===== config.mk =====
export PLATFORM = sky130hd
export DESIGN_NAME = digit_serial_add_seq
export DESIGN_NICKNAME = d
export VERILOG_FILES = /design/src/rtl/digit_serial_add_seq.sv
export SDC_FILE = /design/constraint.sdc
export NUM_CORES = 1
export LEC_CHECK = 0
export ABC_AREA = 1
export CORE_ASPECT_RATIO = 1.75
export CORE_MARGIN = 3
export CORE_UTILIZATION = 47
export CTS_CLUSTER_DIAMETER = 200
export CTS_CLUSTER_SIZE = 10
export DETAILED_ROUTE_END_ITERATION = 10
export PLACE_DENSITY = 0.87
export RECOVER_POWER = 100
export SLEW_MARGIN = 20
export SYNTH_ARGS = -nofsm -noshare
export SYNTH_HDL_FRONTEND = slang
export SYNTH_SLANG_ARGS = --single-unit

===== constraint.sdc =====
create_clock -name clk -period 1.4 [get_ports clk]
set_input_delay 0.28 -clock clk [delete_from_list [all_inputs] [get_ports clk]]
set_output_delay 0.28 -clock clk [all_outputs]
set_load 0.03 [all_outputs]

===== src/rtl/digit_serial_add_seq.sv =====
// Digit-serial sequencer that walks a W-bit addition through an external
// combinational 2-bit adder slice, one digit per cycle, LSB digit first.
module digit_serial_add_seq #(
  parameter int W = 8
) (
  input  logic         clk,
  input  logic         rst_n,
  input  logic         in_valid,
  output logic         in_ready,
  input  logic [W-1:0] a,
  input  logic [W-1:0] b,
  input  logic         cin,
  output logic [1:0]   da,
  output logic [1:0]   db,
  output logic         dci,
  input  logic [1:0]   ds,
  input  logic         dco,
  output logic         out_valid,
  input  logic         out_ready,
  output logic [W-1:0] sum,
  output logic         cout,
  output logic         busy
);

  localparam int NDIG = W / 2;
  localparam int CW   = (NDIG > 1) ? $clog2(NDIG) : 1;
  localparam logic [CW-1:0] LAST_DIG = CW'(NDIG - 1);

  typedef enum logic [1:0] {
    IDLE = 2'd0,
    RUN  = 2'd1,
    DONE = 2'd2
  } state_t;

  state_t         state_r;
  state_t         state_s;
  logic [W-1:0]   a_sh_r;
  logic [W-1:0]   b_sh_r;
  logic [W-1:0]   sum_sh_r;
  logic [W-1:0]   sum_shift_s;
  logic           carry_r;
  logic [CW-1:0]  cnt_r;

  // Digit sums enter at the MSB end so the first (LSB) digit ends up at bit 0.
  generate
    if (W == 2) begin : g_single_digit
      assign sum_shift_s = ds;
    end else begin : g_multi_digit
      assign sum_shift_s = {ds, sum_sh_r[W-1:2]};
    end
  endgenerate

  // State register
  always_ff @(posedge clk or negedge rst_n) begin
    if (!rst_n) begin
      state_r <= IDLE;
    end else begin
      state_r <= state_s;
    end
  end

  // Next-state logic
  always_comb begin
    state_s = state_r;
    case (state_r)
      IDLE: begin
        if (in_valid) begin
          state_s = RUN;
        end else begin
          state_s = IDLE;
        end
      end
      RUN: begin
        if (cnt_r == LAST_DIG) begin
          state_s = DONE;
        end else begin
          state_s = RUN;
        end
      end
      DONE: begin
        if (out_ready) begin
          state_s = IDLE;
        end else begin
          state_s = DONE;
        end
      end
      default: state_s = IDLE;
    endcase
  end

  // Operand shifters, carry, digit counter and sum assembly
  always_ff @(posedge clk or negedge rst_n) begin
    if (!rst_n) begin
      a_sh_r   <= '0;
      b_sh_r   <= '0;
      sum_sh_r <= '0;
      carry_r  <= 1'b0;
      cnt_r    <= '0;
    end else begin
      case (state_r)
        IDLE: begin
          if (in_valid) begin
            a_sh_r  <= a;
            b_sh_r  <= b;
            carry_r <= cin;
            cnt_r   <= '0;
          end
        end
        RUN: begin
          sum_sh_r <= sum_shift_s;
          carry_r  <= dco;
          a_sh_r   <= a_sh_r >> 2'd2;
          b_sh_r   <= b_sh_r >> 2'd2;
          cnt_r    <= cnt_r + 1'b1;
        end
        DONE: begin
          sum_sh_r <= sum_sh_r;
        end
        default: begin
          cnt_r <= '0;
        end
      endcase
    end
  end

  // Outputs decoded from registered state only; slice drive is gated to RUN
  always_comb begin
    in_ready  = 1'b0;
    out_valid = 1'b0;
    busy      = 1'b0;
    da        = 2'b00;
    db        = 2'b00;
    dci       = 1'b0;
    case (state_r)
      IDLE: begin
        in_ready = 1'b1;
      end
      RUN: begin
        busy = 1'b1;
        da   = a_sh_r[1:0];
        db   = b_sh_r[1:0];
        dci  = carry_r;
      end
      DONE: begin
        busy      = 1'b1;
        out_valid = 1'b1;
      end
      default: begin
        in_ready = 1'b0;
      end
    endcase
  end

  assign sum  = sum_sh_r;
  assign cout = carry_r;

endmodule

==> results.cfg <==
[floorplanning]
core-area_um2 = 2993
rows = 26
initial_core_util_pct = 50.21
die_x_um = 48.75
design.die.area_um2 = 3939
die_height_um = 80.80
boundaryPins = 41

[timing]
final_hold_viol_count = 0
setup_ws_ns = -0.1126
finalClockSkew_ns = 0.002606
rsz0062_at_grt = yes
period_minus_slack_ns = 1.513
post-route-period-util_pct = 108.0
max_freq_mhz = 661.1
relSlewSlack_pct = 53.18
setup_violations = 25
worst_pin_slew_ns = 0.7022
slew_violations = 0
whs_ns = 0.4950

[grt]
grtUsageTotal_pct = 18.43
grt_pass1_vias = 1301
grt-ovfl-total = 0
grt_pass1_wl_um = 5623
grt_max_degree = 30
antenna_found_initial = 0

[synthesis]
ys_seq_area_share_pct = 48.29
syn_area_um2 = 1503
ys_seq_elements = 29
syn-num-nets = 222
ys_warn_count = 0
syn_avg_cell_area_um2 = 7.827
netlist-cell-type-count = 16
syn_inst = 192

[outcome]
outcome = complete, but fails checks
violations = setup timing

[placed_design]
port_buffers = 40
placed_cell_area_um2 = 1957
hpwl_um = 2436
gp_congestion = 0.7742

[cts]
clockBufferDepth = 2
cts_max_level = 2
clock_latency_ns = 0.28
root_buffer = clkbuf_8
clkTransAtPathRegs_ns = 0.06
cts_sinks = 29
cts_tree = yes
cts_inserted_buffers = 5

[route]
antenna_left = 0
wirelength_um = 3345
routed_via_density = 4.783
drt_pass1_iterations = 4
drt_iter0_drc = 34
drc = 0
wl_per_cell_um = 11.70
num_vias = 1368

[pwr]
power_density_nw_per_um2 = 2469
vdd_drop_max_v = 0.001418
p_leak_nw = 1.148
p_total_mw = 5.223

[worst_setup_path]
worstSetupPathType = register to primary output
critPathMaxFanout = 4
required_ns = 1.12
crit_path_start_kind = register
reg2reg_slack_ns = -0.06
cp-end-kind = primary output
crit_arrival_ns = 1.23

[cells_and_area]
antennaDiodeCount = 0
drive_gt1_share_pct = 20.90
finish.instance_area_um2 = 2116
area_delta_synth_final_pct = 40.80
layout.nets = 273

[min_path]
holdCritPathClass = register to register

[flow_run]
drv_cap = 0
-- metrics by stage --
step | worst slack (ns) | utilization [%] | TNS [ns] | std cells
after floorplan | 0.005936 | - | 0 | 192
after global placement | 0.03593 | 65.38 | 0 | 275
after detailed placement | -0.04051 | 65.38 | -0.05229 | 275
after CTS | -0.1164 | 70.28 | -1.303 | 285
after global routing | -0.1431 | 70.69 | -2.906 | 286
final | -0.1126 | 70.69 | -1.342 | 286
-- state kept, by name, summed over array words and instances, names as in the netlist --
name,count
a_sh_r,8
b_sh_r,8
sum,8
cnt_r,2
state_r,2
cout,1
-- logic make-up after synthesis --
family	share of synthesized area, %
AOI/OAI and AO/OA	3.580
adders and majority gates	4.996
buffers and inverters	9.908
DFF	48.29
and+or+nand+nor	33.22
-- layout make-up --
cell class                      instances  area, um2
Clock buffer                            7      96.34
Clock inverter                          1      5.005
Fill cell                             244      877.1
Inverter                               18      70.07
Multi-Input combinational cell        136      658.1
Sequential cell                        29      726.9
Tap cell                               42      52.55
Timing Repair Buffer                   53      506.7
-- final timing paths --
path | startpoint | end | cells after the start
worst max-delay path | state_r[0]$_DFF_PN0_ | busy | 3
min in group asynchronous | rst_n | a_sh_r[4]$_DFFE_PN0P_ | 2
max in group asynchronous | rst_n | state_r[0]$_DFF_PN0_ | 2
worst min register to register | cnt_r[1]$_DFFE_PN0P_ | cnt_r[1]$_DFFE_PN0P_ | 2
worst min-delay path | cnt_r[1]$_DFFE_PN0P_ | cnt_r[1]$_DFFE_PN0P_ | 2
worst max register to register | state_r[0]$_DFF_PN0_ | a_sh_r[0]$_DFFE_PN0P_ | 6
-- per-layer routing --
metal | up-vias | GRT usage, % | part of all wire (%)
met4 | 0 | 10.54 | 1.4
met3 | 7 | 3.119 | 4.8
met1 | 637 | 18.39 | 36
li1 | 684 | - | -
met2 | 40 | 35.42 | 58
met5 | - | 0 | 0
-- layout by cell type (no fill, tap or decap) --
cell             synthesis  routed
clkinv_2                 0       1
dfrtp_2                  0       1
inv_2                    1       7
ha_4                     0       1
clkbuf_8                 0       7
a21oi_1                  5       5
ha_2                     0       2
dlygate4sd2_1            0       9
nand2_4                  2       2
nor2_1                   5       5
buf_6                    5       8
o21ai_0                  4       4
nand2_2                  1       6
nand3_1                 19      19
ha_1                     6       3
nor2_4                   1       1
dlygate4sd3_1            0       1
inv_4                    0       1
dfrtp_1                 29      28
buf_4                    2      11
buf_12                   0       1
inv_1                   17      10
nand2_1                 92      87
a21oi_2                  1       1
clkbuf_2                 0       1
clkdlybuf4s50_1          0      22
-- cell usage after synthesis --
cell / number / area, um2
nand2_1: 92 / 345.3
dfrtp_1: 29 / 725.7
nand3_1: 19 / 95.09
inv_1: 17 / 63.81
ha_1: 6 / 75.07
a21oi_1: 5 / 25.02
buf_6: 5 / 56.30
nor2_1: 5 / 18.77
o21ai_0: 4 / 20.02
buf_2: 2 / 10.01
buf_4: 2 / 15.01
nand2_4: 2 / 22.52
a21oi_2: 1 / 8.760
inv_2: 1 / 3.750
nand2_2: 1 / 6.260
nor2_4: 1 / 11.26
-- critical path: stages, from the launching register on --
cell and delay, ns:
dfrtp_2 0.45, inv_2 0.08, ha_2 0.28, buf_6 0.14
-- power breakdown --
part / internal, mW / switching (mW) / leakage (nW)
logic: 1.19 / 1.81 / 0.730
registers: 1.22 / 0.233 / 0.364
clock network: 0.443 / 0.316 / 0.0542
total: 2.86 / 2.36 / 1.15
-- what timing repair did --
item | CTS | global route
resized for setup | 23 | 11
setup buffers | 2 | 1
hold buffers | 0 | 0
pin swaps | 0 | 1
setup endpoints to repair | 27 | 28
Note: power is estimated with default switching activity, not from simulation.
